## config.mk

```make
export PLATFORM = sky130hd
export DESIGN_NAME = ex_mem_stage
export DESIGN_NICKNAME = d
export VERILOG_FILES = /design/src/rtl/ex_mem_stage.sv
export SDC_FILE = /design/constraint.sdc
export NUM_CORES = 1
export LEC_CHECK = 0
export ABC_AREA = 1
export ABC_CLOCK_PERIOD_IN_PS = 2200
export BUFFER_PORTS_ARGS = -buffer_cell sky130_fd_sc_hd__buf_2
export CORE_MARGIN = 4
export CORE_UTILIZATION = 56
export DETAILED_ROUTE_END_ITERATION = 7
export PLACE_DENSITY = 0.92
export SYNTH_ARGS = -nofsm -noshare
export SYNTH_HDL_FRONTEND = slang
export SYNTH_SLANG_ARGS = --single-unit
```

## constraint.sdc

```tcl
create_clock -name clock -period 2.2 [get_ports clock]
set_clock_uncertainty 0.2 [all_clocks]
set_input_delay 0.33 -clock clock [delete_from_list [all_inputs] [get_ports clock]]
set_output_delay 0.33 -clock clock [all_outputs]
set_load 0.02 [all_outputs]
```

## src/rtl/ex_mem_stage.sv

```systemverilog
// EX->MEM pipeline register: 2-entry skid buffer with valid/ready flow control,
// synchronous flush, and memory/writeback controls gated by out_valid.
module ex_mem_stage #(
    parameter int unsigned DATA_WIDTH = 32,
    parameter int unsigned REG_ADDR_W = 5
) (
    input  logic                  clock,
    input  logic                  reset_n,
    input  logic                  flush,
    input  logic                  in_valid,
    output logic                  in_ready,
    input  logic                  in_zero,
    input  logic [DATA_WIDTH-1:0] in_result,
    input  logic [DATA_WIDTH-1:0] in_read_register2,
    input  logic                  in_mem_read,
    input  logic                  in_mem_write,
    input  logic                  in_reg_write,
    input  logic [REG_ADDR_W-1:0] in_write_reg,
    output logic                  out_valid,
    input  logic                  out_ready,
    output logic                  out_zero,
    output logic [DATA_WIDTH-1:0] out_result,
    output logic [DATA_WIDTH-1:0] out_read_register2,
    output logic                  out_mem_read,
    output logic                  out_mem_write,
    output logic                  out_reg_write,
    output logic [REG_ADDR_W-1:0] out_write_reg,
    output logic [1:0]            occupancy
);

    localparam int unsigned EntW = 2 * DATA_WIDTH + REG_ADDR_W + 4;

    typedef enum logic [1:0] {
        StEmpty,
        StOne,
        StFull
    } state_e;

    state_e              state_q, state_d;
    logic [EntW-1:0]     head_q, head_d;
    logic [EntW-1:0]     skid_q, skid_d;
    logic                in_ready_q, in_ready_d;
    logic [EntW-1:0]     in_ent;
    logic                accept, drain;
    logic                head_mem_read, head_mem_write, head_reg_write;

    assign in_ent = {in_zero, in_result, in_read_register2,
                     in_mem_read, in_mem_write, in_reg_write, in_write_reg};

    assign out_valid = (state_q != StEmpty);
    assign in_ready  = in_ready_q;
    assign accept    = in_valid & in_ready_q;
    assign drain     = out_valid & out_ready;

    always_comb begin
        state_d = state_q;
        head_d  = head_q;
        skid_d  = skid_q;
        if (flush) begin
            // Squash wins over everything; an in-flight accept is simply dropped.
            state_d = StEmpty;
        end else begin
            unique case (state_q)
                StEmpty: begin
                    if (accept) begin
                        head_d  = in_ent;
                        state_d = StOne;
                    end
                end
                StOne: begin
                    if (accept && drain) begin
                        head_d = in_ent;
                    end else if (accept) begin
                        skid_d  = in_ent;
                        state_d = StFull;
                    end else if (drain) begin
                        state_d = StEmpty;
                    end
                end
                StFull: begin
                    if (drain) begin
                        head_d  = skid_q;
                        state_d = StOne;
                    end
                end
                default: state_d = StEmpty;
            endcase
        end
        in_ready_d = (state_d != StFull);
    end

    always_ff @(posedge clock or negedge reset_n) begin
        if (!reset_n) begin
            state_q    <= StEmpty;
            head_q     <= '0;
            skid_q     <= '0;
            in_ready_q <= 1'b1;
        end else begin
            state_q    <= state_d;
            head_q     <= head_d;
            skid_q     <= skid_d;
            in_ready_q <= in_ready_d;
        end
    end

    assign {out_zero, out_result, out_read_register2,
            head_mem_read, head_mem_write, head_reg_write, out_write_reg} = head_q;

    // Bubbles and squashed entries must never reach data memory or the register file.
    assign out_mem_read  = head_mem_read  & out_valid;
    assign out_mem_write = head_mem_write & out_valid;
    assign out_reg_write = head_reg_write & out_valid;

    always_comb begin
        occupancy = 2'd0;
        unique case (state_q)
            StEmpty: occupancy = 2'd0;
            StOne:   occupancy = 2'd1;
            StFull:  occupancy = 2'd2;
            default: occupancy = 2'd0;
        endcase
    end

endmodule

```

==> results.py, run 1 <==
metrics = {
    "synthesis": {
        "syn_inst": 988,
        "syn-num-nets": 1066,
        "synth_xor_area_share_pct": 0,
        "syn_area_per_cell_um2": 7.821,
        "seq_area_frac_synth_pct": 48.27,
        "synth-simple-area-share_pct": 38.20,
        "yosysUniqueCellTypes": 20,
        "synth_compound_area_share_pct": 0.1943,
        "synth_warnings": 0,
        "syn_area_um2": 7727,
        "synthAdderAreaFrac_pct": 0,
        "synth_seq_cells": 149,
        "synth_top_family_by_area": "simple AND/OR/NAND/NOR gates",
        "synthMuxAreaShare_pct": 0,
    },
    "detailed_routing": {
        "wl_mm": 21.90,
        "drt_iter0_markers": 962,
        "routedWlPerCell_um": 16.86,
        "num_vias": 7471,
        "drt-pass1-iter-count": 8,
        "via_per_inst": 5.751,
        "drtAntennaViolNets": 0,
        "drc": 5,
    },
    "job": {
        "maxCapViolations": 0,
    },
    "floorplanning": {
        "initial_core_util_pct": 57.67,
        "die_x_um": 125.5,
        "dieHeight_um": 125.5,
        "dieArea_um2": 15740,
        "core_um2": 13400,
        "io_pins": 155,
        "rows": 42,
    },
    "finish": {
        "postLayoutCoreUtil_pct": 69.81,
        "drive_above_1_share_pct": 19.50,
        "final_common_cell": "nand2_1",
        "diodes": 0,
        "ff_latch_area_um2": 3731,
        "syn2layout_area_growth_pct": 21.07,
        "fill_cells": 983,
        "multi_input_area_um2": 2988,
        "final_cell_mix": "442 x nand2_1, 153 x buf_2, 148 x nand3_1",
        "layout.nets": 1189,
    },
    "run_status": {
        "violations": "DRC",
        "outcome": "complete, but fails checks",
    },
    "pwr": {
        "power.density_cell_area_nw_per_um2": 932.4,
        "p_sw_uw": 2714,
        "seqPwrFrac_pct": 42.7,
        "p_leak_uw": 0.005194,
        "p_int_uw": 6009,
        "clockPowerShare_pct": 35.3,
        "sw_frac_of_total_pct": 31.11,
        "total_power_uw": 8723,
        "ir_drop_mv": 0.5007,
        "p_comb_share_pct": 22.0,
    },
    "cts": {
        "insertion_delay_ps": 430,
        "clk_pin_slew_ps": 60,
        "h-tree-depth": 4,
        "cts_buffers": 17,
        "cts_tree": "done",
        "cts_root_buffer": "clkbuf_16",
        "clock-sinks": 149,
        "clk_path_buf_depth": 2,
    },
    "global_routing": {
        "grt_pass1_vias": 7312,
        "grt.total_usage_pct": 27.83,
        "grt_pass1_wl_mm": 35.78,
        "grt_max_degree": 74,
        "overflow": 0,
        "antenna_found_initial": 1,
    },
    "placed_design": {
        "hpwl_mm": 12.13,
        "port_buffers": 154,
        "preCtsSetupSlack_ps": 320.4,
        "gp_congestion": 0.8386,
    },
    "critical_path": {
        "start_kind": "flip-flop",
        "arrival_ps": 1560,
        "cp_max_fo": 10,
        "worst-setup-path-type": "flip-flop to primary output",
        "cp.required_ps": 1670,
        "cp-end-kind": "primary output",
    },
    "sta": {
        "finalSetupTns_ps": 0,
        "min_period_over_period_pct": 94.78,
        "hold_viol": 0,
        "grt_setup_unrepaired": "no",
        "final.min_clock_period_ps": 2085,
        "setup_violations": 0,
        "timing.fmax_mhz": 479.6,
        "worstMarginPinSlew_ps": 545.5,
        "slew_viol_final": 0,
        "fin_ws_ps": 114.8,
        "slew_headroom_pct": 63.63,
    },
    "hold_path": {
        "hold_path.class": "input pin to flip-flop",
    },
}
-- worst paths after layout --
check | startpoint | to | slack, ps | cells past startpoint
min | in_read_register2[23] | skid_q[31]$_DFFE_PN0P_ | 30 | 3
min in group asynchronous | reset_n | head_q[67]$_DFFE_PN0P_ | 150 | 2
max in group asynchronous | reset_n | head_q[45]$_DFFE_PN0P_ | 1010 | 3
max reg2reg | state_q[1]$_DFF_PN0_ | head_q[11]$_DFFE_PN0P_ | 260 | 6
max | state_q[0]$_DFF_PN0_ | occupancy[1] | 110 | 4
min reg2reg | head_q[72]$_DFFE_PN0P_ | head_q[72]$_DFFE_PN0P_ | 270 | 2
-- flip-flops by register name, indices dropped and copies added (netlist names) --
register  count
head_q       73
in_ready      1
skid_q       73
state_q       2
-- worst max-delay path, cell delays in order (launching register included) --
cell	delay (ps)
dfrtp_1	430
inv_2	150
nand2_2	190
inv_1	170
buf_2	200
-- per-stage QoR --
| stage | hold WS [ps] | cell area [µm²] | cells |
|---|---|---|---|
| 3_3_place_gp | 39.08 | 8000 | 1195 |
| 3_5_place_dp | 43.93 | 8000 | 1195 |
| 6_report | 29.93 | 9355 | 1299 |
| 5_1_grt | 32.95 | 9355 | 1299 |
| 2_1_floorplan | -165.6 | 7727 | 988 |
| 4_1_cts | 11.82 | 9355 | 1299 |
-- per-layer routing --
metal	wire, µm	share of wire [%]	global-route usage, %
met5	13	0.059	0
met4	894	4.1	14.41
met3	1830	8.4	7.036
met2	10770	49	46.16
met1	8388	38	33.55
-- logic make-up (layout without fill, tap and decap cells) --
| family | count (synthesis) | in the layout |
|---|---|---|
| buffers and inverters | 158 | 293 |
| AO/OA/AOI/OAI | 3 | 3 |
| AND/OR/NAND/NOR | 678 | 678 |
| flip-flops | 149 | 149 |
-- cell type report --
class	instances	share of cell area [%]
inverter	11	0.4414
clock buffer	22	5.069
timing repair buffer	251	18.71
sequential	149	39.88
multi-input combinational	681	31.94
clock inverter	9	1.605
tap	176	2.354
-- power by group through the flow --
stage | Clock [µW] | Combinational (µW) | Sequential [µW]
finish | 3080 | 1920 | 3730
global route | 3230 | 2120 | 3790
CTS | 3100 | 1900 | 3700
detailed placement | 0 | 1790 | 3730
global placement | 0 | 1730 | 3710
floorplan | 0 | 1550 | 3660
-- cell usage after synthesis --
library cell	instances	area [µm²]
o21ai_0	2	10.01
dfrtp_1	148	3704
nor2_4	1	11.26
nand2_1	445	1670
nor2_2	1	6.260
inv_1	10	37.54
nor2_1	6	22.52
nand3_1	148	740.7
buf_6	10	112.6
a21oi_1	1	5.000
nand2_2	1	6.260
clkbuf_1	13	48.80
nand4_4	1	21.27
buf_1	2	7.510
inv_2	1	3.750
dfstp_2	1	26.28
buf_2	38	190.2
nor3_2	1	10.01
buf_4	84	630.6
nand4_1	74	462.9
-- repair_timing --
action,CTS,global route
setup buffers,0,0
hold buffers,73,0
resized for setup,0,0
endpoints found under the hold margin,221,0
No activity file was read; power rests on OpenSTA's default activity.
==> run 2, diff against run 1 <==
--- a/config.mk
+++ b/config.mk
@@ -11,7 +11,8 @@
 export CORE_MARGIN = 4
 export CORE_UTILIZATION = 56
 export DETAILED_ROUTE_END_ITERATION = 7
-export PLACE_DENSITY = 0.92
+export MAX_ROUTING_LAYER = met4
+export PLACE_DENSITY = 0.9
 export SYNTH_ARGS = -nofsm -noshare
 export SYNTH_HDL_FRONTEND = slang
 export SYNTH_SLANG_ARGS = --single-unit
==> run 2 against run 1 <==
  * The flow now finishes without violations
  * Combinational power about the same
  * Cell area increased by 0.39%
  * Via count about the same
  * Final cell count increased by 0.31%
  * Largest power group unchanged
  * First-iteration DRC count increased by 4.1%
  * Critical path type unchanged
==> results.py, run 2 (synthesized netlist as in run 1, its figures left out) <==
metrics = {
    "run_status": {
        "outcome": "complete, no violations",
    },
    "global_routing": {
        "grt.total_usage_pct": 29.04,
        "antenna_found_initial": 1,
        "grt_pass1_vias": 7485,
        "overflow": 0,
        "grt_pass1_wl_mm": 36.29,
        "grt_max_degree": 74,
    },
    "hold_path": {
        "whs_path_depth": 3,
        "holdPathEnd": "skid_q[21]$_DFFE_PN0P_",
        "hp-start": "in_read_register2[13]",
        "hold_path.class": "input pin to flip-flop",
    },
    "cts": {
        "post_cts_buffers": 0,
        "cts_tree": "done",
        "cts_buffers": 17,
        "insertion_delay_ps": 420,
        "cts_root_buffer": "clkbuf_16",
        "clk_pin_slew_ps": 60,
        "clock-sinks": 149,
        "h-tree-depth": 4,
        "clk_path_buf_depth": 2,
    },
    "floorplanning": {
        "initial_core_util_pct": 57.67,
        "rows": 42,
        "dieArea_um2": 15740,
        "dieHeight_um": 125.5,
        "core_um2": 13400,
        "die_x_um": 125.5,
        "io_pins": 155,
    },
    "detailed_routing": {
        "wl_mm": 22.02,
        "via_per_inst": 5.731,
        "drt-pass1-iter-count": 6,
        "drt_iter0_markers": 1001,
        "num_vias": 7468,
        "drtAntennaViolNets": 0,
        "routedWlPerCell_um": 16.90,
        "drc": 0,
    },
    "pwr": {
        "ir_drop_mv": 0.5924,
        "power.density_cell_area_nw_per_um2": 930.3,
        "total_power_uw": 8737,
        "p_leak_uw": 0.005219,
    },
    "critical_path": {
        "cp.required_ps": 1670,
        "cp-end-kind": "primary output",
        "r2r_start": "state_q[1]$_DFF_PN0_",
        "start_kind": "flip-flop",
        "worst-setup-path-type": "flip-flop to primary output",
        "cp_max_fo": 9,
        "arrival_ps": 1460,
        "rr_worst_depth": 6,
        "r2r_slack_ps": 230,
        "timing.rr.end": "head_q[49]$_DFFE_PN0P_",
    },
    "sta": {
        "slew_headroom_pct": 60.24,
        "final.min_clock_period_ps": 1990,
        "grt_setup_unrepaired": "no",
        "finalSetupTns_ps": 0,
        "worstMarginPinSlew_ps": 596.4,
        "fin_ws_ps": 209.7,
        "min_period_over_period_pct": 90.47,
        "hold_viol": 0,
        "timing.fmax_mhz": 502.4,
        "slew_viol_final": 0,
        "setup_violations": 0,
    },
    "finish": {
        "postLayoutCoreUtil_pct": 70.08,
        "syn2layout_area_growth_pct": 21.54,
        "fill_cells": 991,
        "final_cells": 1303,
        "top_regs": "head_q x73, skid_q x73, state_q x2",
        "layout.nets": 1192,
        "final_cell_mix": "442 x nand2_1, 153 x buf_2, 148 x nand3_1",
        "final_common_cell": "nand2_1",
        "drive_above_1_share_pct": 19.80,
    },
    "placed_design": {
        "preCtsSetupSlack_ps": 323.3,
        "gp_congestion": 0.8472,
        "port_buffers": 154,
        "hpwl_mm": 12.64,
        "place_inst": 1198,
    },
    "job": {
        "maxCapViolations": 0,
    },
}
run 2: cell count changes in the layout (fill, tap and decap cells not counted):
cell / previous run / this run
buf_12: 5 / 6
buf_4: 19 / 21
clkinvlp_4: 2 / 1
clkbuf_1: 2 / 1
diode_2: 0 / 1
clkinv_2: 3 / 5
run 2: metrics by stage:
| step | area (µm²) | hold WS [ps] |
|---|---|---|
| 3_5_place_dp | 8035 | 112.4 |
| 6_report | 9392 | 29.34 |
| 5_1_grt | 9392 | 40.28 |
| 4_1_cts | 9389 | 12.98 |
| 2_1_floorplan | 7727 | -165.6 |
| 3_3_place_gp | 8035 | 114.3 |
run 2: worst max-delay path, stage by stage, from the launching register on:
cell and delay, ps:
dfrtp_2 480, nor2_2 310, nor2_1 80, buf_2 170
run 2: final cells by class:
cell class / count / area, µm² / share of cell area (%)
sequential: 149 / 3731 / 39.73
multi-input combinational: 681 / 2988 / 31.81
timing repair buffer: 254 / 1785 / 19.01
clock buffer: 21 / 470.5 / 5.009
tap: 176 / 220.2 / 2.345
clock inverter: 10 / 152.6 / 1.625
inverter: 11 / 41.29 / 0.4396
antenna: 1 / 2.502 / 0.02665
run 2: report_power, final:
group / internal, µW / total, µW / switching, µW
combinational: 681 / 1940 / 1260
sequential: 3360 / 3720 / 356
clock: 1970 / 3080 / 1110
run 2: layer usage:
metal / share of wire, % / global-route usage, % / vias up
met1: 37 / 34.83 / 3453
met4: 4.4 / 14.80 / 0
met2: 49 / 46.92 / 530
li1: - / - / 3386
met3: 9.3 / 5.501 / 99
met5: 0 / - / -
run 2: worst max-delay path by stage:
stage,startpoint,endpoint,slack (ps),depth (start not counted)
finish,state_q[1]$_DFF_PN0_,out_mem_read,210,3
global route,state_q[1]$_DFF_PN0_,out_valid,150,3
CTS,state_q[1]$_DFF_PN0_,out_mem_read,200,3
detailed placement,in_ready$_DFF_PN1_,head_q[52]$_DFFE_PN0P_,320,5
global placement,in_ready$_DFF_PN1_,head_q[52]$_DFFE_PN0P_,360,5
floorplan,state_q[1]$_DFF_PN0_,head_q[72]$_DFFE_PN0P_,450,7
run 2: repair_timing:
item / CTS / global route
hold buffers: 73 / 0
gates resized for setup: 0 / 0
endpoints found under the hold margin: 118 / 0
==> run 3, diff against run 2 <==
--- a/config.mk
+++ b/config.mk
@@ -5,11 +5,10 @@
 export SDC_FILE = /design/constraint.sdc
 export NUM_CORES = 1
 export LEC_CHECK = 0
-export ABC_AREA = 1
 export ABC_CLOCK_PERIOD_IN_PS = 2200
 export BUFFER_PORTS_ARGS = -buffer_cell sky130_fd_sc_hd__buf_2
 export CORE_MARGIN = 4
-export CORE_UTILIZATION = 56
+export CORE_UTILIZATION = 55
 export DETAILED_ROUTE_END_ITERATION = 7
 export MAX_ROUTING_LAYER = met4
 export PLACE_DENSITY = 0.9
==> run 3 against run 2 <==
  * Sequential share of layout area increased by 2.5 points
  * Largest power group unchanged
  * Critical endpoint is now skid_q[11]$_DFFE_PN0P_
  * Global-route usage shrank 5.3 points
  * Sequential power up 3%
  * Fmax is 6.1% lower
  * Routed wire length is 25% lower
  * Flip-flop and latch count unchanged
  * Utilization shrank 0.30 points
  * First-iteration DRC count is 69% lower
  * Die area is 5.5% lower
  * Critical path depth increased by 3
  * Power shrank 1.8%
  * Count of clock-buffer cells in the layout decreased by 1
  * Largest cell class unchanged
==> results.py, run 3 <==
metrics = {
    "critical_path": {
        "r2r_start": "state_q[0]$_DFF_PN0_",
        "crit_family": "buffers and inverters",
        "start_kind": "input pin",
        "r2r_slack_ps": 240,
        "timing.rr.end": "skid_q[11]$_DFFE_PN0P_",
        "cp.required_ps": 2300,
        "path_buf_inv": 3,
        "cp_max_fo": 19,
        "rr_worst_depth": 5,
        "worst-setup-path-type": "input pin to flip-flop",
        "max_stage_delay_ps": 550,
        "path_cells": "dlygate4sd3_1 -> buf_2 -> nor2_1 -> nand2_8 -> buf_4 -> mux2_4",
        "cp-end-kind": "flip-flop",
        "arrival_ps": 2220,
        "slowest_stage": "dlygate4sd3_1",
    },
    "pwr": {
        "sw_frac_of_total_pct": 29.31,
        "seqPwrFrac_pct": 44.7,
        "clockPowerShare_pct": 32.2,
        "power.density_cell_area_nw_per_um2": 970.2,
        "p_leak_uw": 0.004933,
        "p_comb_share_pct": 23.1,
        "p_int_uw": 6064,
        "p_sw_uw": 2514,
        "ir_drop_mv": 0.4926,
    },
    "global_routing": {
        "grt_max_degree": 85,
        "antenna_found_initial": 1,
        "grt_pass1_vias": 5128,
        "grt_pass1_wl_mm": 26.35,
        "overflow": 0,
        "grt.total_usage_pct": 23.76,
    },
    "synthesis": {
        "synth_warnings": 0,
        "synth_top_area_share_pct": 51.83,
        "syn_area_per_cell_um2": 12.69,
        "yosysUniqueCellTypes": 24,
        "syn_inst": 563,
        "yosysMostFrequentCell": "dfrtp_1",
        "synth_commonest_cells": "148 x dfrtp_1, 75 x nand2_1, 74 x mux2i_1, 70 x mux2_4, 69 x buf_4",
        "synthFlopType": "dfrtp_1",
        "yosys.area.top_type": "dfrtp_1",
        "seq_area_frac_synth_pct": 52.20,
        "synth_area_leaders": "dfrtp_1 52%, mux2_4 15%, mux2i_1 10%",
        "syn-num-nets": 641,
        "syn_area_um2": 7146,
        "synth_seq_cells": 149,
        "ys_async_sr_fraction_pct": 100.0,
        "synth_edf_count": 0,
    },
    "floorplanning": {
        "dieHeight_um": 122.0,
        "core_um2": 12670,
        "die_x_um": 122.0,
        "initial_core_util_pct": 56.39,
        "rows": 41,
        "io_pins": 155,
        "dieArea_um2": 14880,
    },
    "detailed_routing": {
        "drc": 0,
        "drt_iter0_markers": 315,
        "drt-pass1-iter-count": 4,
        "wl_mm": 16.54,
        "routedWlPerCell_um": 18.21,
        "via_per_inst": 5.205,
        "drtAntennaViolNets": 0,
        "num_vias": 4726,
    },
    "hold_path": {
        "hold_path.class": "input pin to asynchronous set/reset pin",
    },
    "cts": {
        "cts_buffers": 17,
        "cts_tree": "done",
        "clock-sinks": 149,
        "insertion_delay_ps": 420,
        "ctsResizeCount": 0,
        "clk_pin_slew_ps": 60,
        "cts_root_buffer": "clkbuf_16",
        "clk_path_buf_depth": 2,
        "h-tree-depth": 4,
    },
    "placed_design": {
        "port_buffers": 154,
        "placed_area_um2": 7526,
        "gp_congestion": 0.7752,
        "hpwl_mm": 9.944,
    },
    "sta": {
        "hold_viol": 0,
        "worstMarginPinSlew_ps": 396.9,
        "final.min_clock_period_ps": 2119,
        "grt_setup_unrepaired": "no",
        "min_period_over_period_pct": 96.33,
        "finalSetupTns_ps": 0,
        "slew_viol_final": 0,
        "slew_headroom_pct": 73.45,
        "timing.fmax_mhz": 471.8,
        "setup_violations": 0,
    },
    "finish": {
        "final_common_cell": "buf_2",
        "design_area_um2": 8842,
        "syn2layout_area_growth_pct": 23.74,
        "drive_above_1_share_pct": 37.55,
        "top_regs": "head_q x73, skid_q x73, state_q x2",
        "final_cell_mix": "153 x buf_2, 148 x dfrtp_1, 75 x nand2_1, 75 x dlygate4sd3_1, 74 x mux2i_1",
        "layout.nets": 800,
    },
    "job": {
        "maxCapViolations": 0,
    },
    "run_status": {
        "outcome": "complete, no violations",
    },
}
run 3: changes by cell type in the layout (fill, tap and decap cells not counted), sizes merged, moves of 3 or more:
cell,before,now
o21ai,2,74
bufinv,4,1
clkinvlp,1,4
nand2,446,76
nor2,8,3
buf,181,165
mux2i,0,74
inv,11,3
nand4,75,0
nand3,148,0
nor2b,0,5
mux2,0,73
run 3: cell families (layout without fill, tap and decap cells):
logic type	count (synthesis)	count (layout)	synth area share, %
other	0	1	0
AO/OA/AOI/OAI	77	77	5.568
flip-flops	149	149	52.20
buffers and inverters	103	275	11.40
AND/OR/NAND/NOR	87	87	5.288
multiplexers	147	147	25.55
run 3: metrics by stage:
stage	util [%]	hold slack [ps]	power [µW]	std cells	setup WS, ps
after floorplan	-	-165.6	5383	563	282.6
after global placement	59.40	-39.85	5572	800	311.7
after detailed placement	59.40	-38.38	5702	800	230.0
after CTS	69.76	83.38	8610	907	68.42
after global routing	69.78	100.6	8968	908	19.62
final	69.78	107.3	8578	908	80.68
run 3: worst max path at each step:
stage	from	to	slack (ps)	depth (start not counted)
6_report	flush	skid_q[11]$_DFFE_PN0P_	80	6
5_1_grt	state_q[1]$_DFF_PN0_	occupancy[1]	20	5
4_1_cts	state_q[1]$_DFF_PN0_	occupancy[1]	70	5
3_5_place_dp	flush	skid_q[11]$_DFFE_PN0P_	230	5
3_3_place_gp	out_ready	skid_q[12]$_DFFE_PN0P_	310	5
2_1_floorplan	in_ready$_DFF_PN1_	head_q[0]$_DFFE_PN0P_	280	7
run 3: area by class of cell:
cell class	instances	area (µm²)
antenna	1	2.502
clock buffer	20	456.7
clock inverter	12	106.4
fill	849	3829
inverter	3	11.26
multi-input combinational	311	2610
sequential	149	3730
tap	172	215.2
timing repair buffer	240	1710
run 3: power by group through the flow:
stage / Combinational (µW) / Sequential [µW] / Clock, µW
3_5_place_dp: 1860 / 3840 / 0
3_3_place_gp: 1780 / 3790 / 0
4_1_cts: 1970 / 3820 / 2820
6_report: 1980 / 3840 / 2760
2_1_floorplan: 1660 / 3720 / 0
5_1_grt: 2140 / 3900 / 2930
run 3: worst reg2reg max path: cells and delay by family (launching register included):
kind                   cells  cell delay, ps
AND/OR/NAND/NOR            3             580
multiplexers               1             330
flip-flops                 1             440
buffers and inverters      1             300
run 3: metal layers:
layer | global-route usage, % | share of wire (%) | vias up
met3 | 5.850 | 5.7 | 44
met1 | 26.48 | 39 | 2346
met4 | 10.29 | 2.7 | 0
met5 | - | 0 | -
met2 | 40.68 | 52 | 170
li1 | - | - | 2166
run 3: timing repair:
item                                    CTS  global route
buffers inserted                          0             0
endpoints found under the setup margin    0             0
hold endpoints to repair                231             0
hold buffers                             75             0
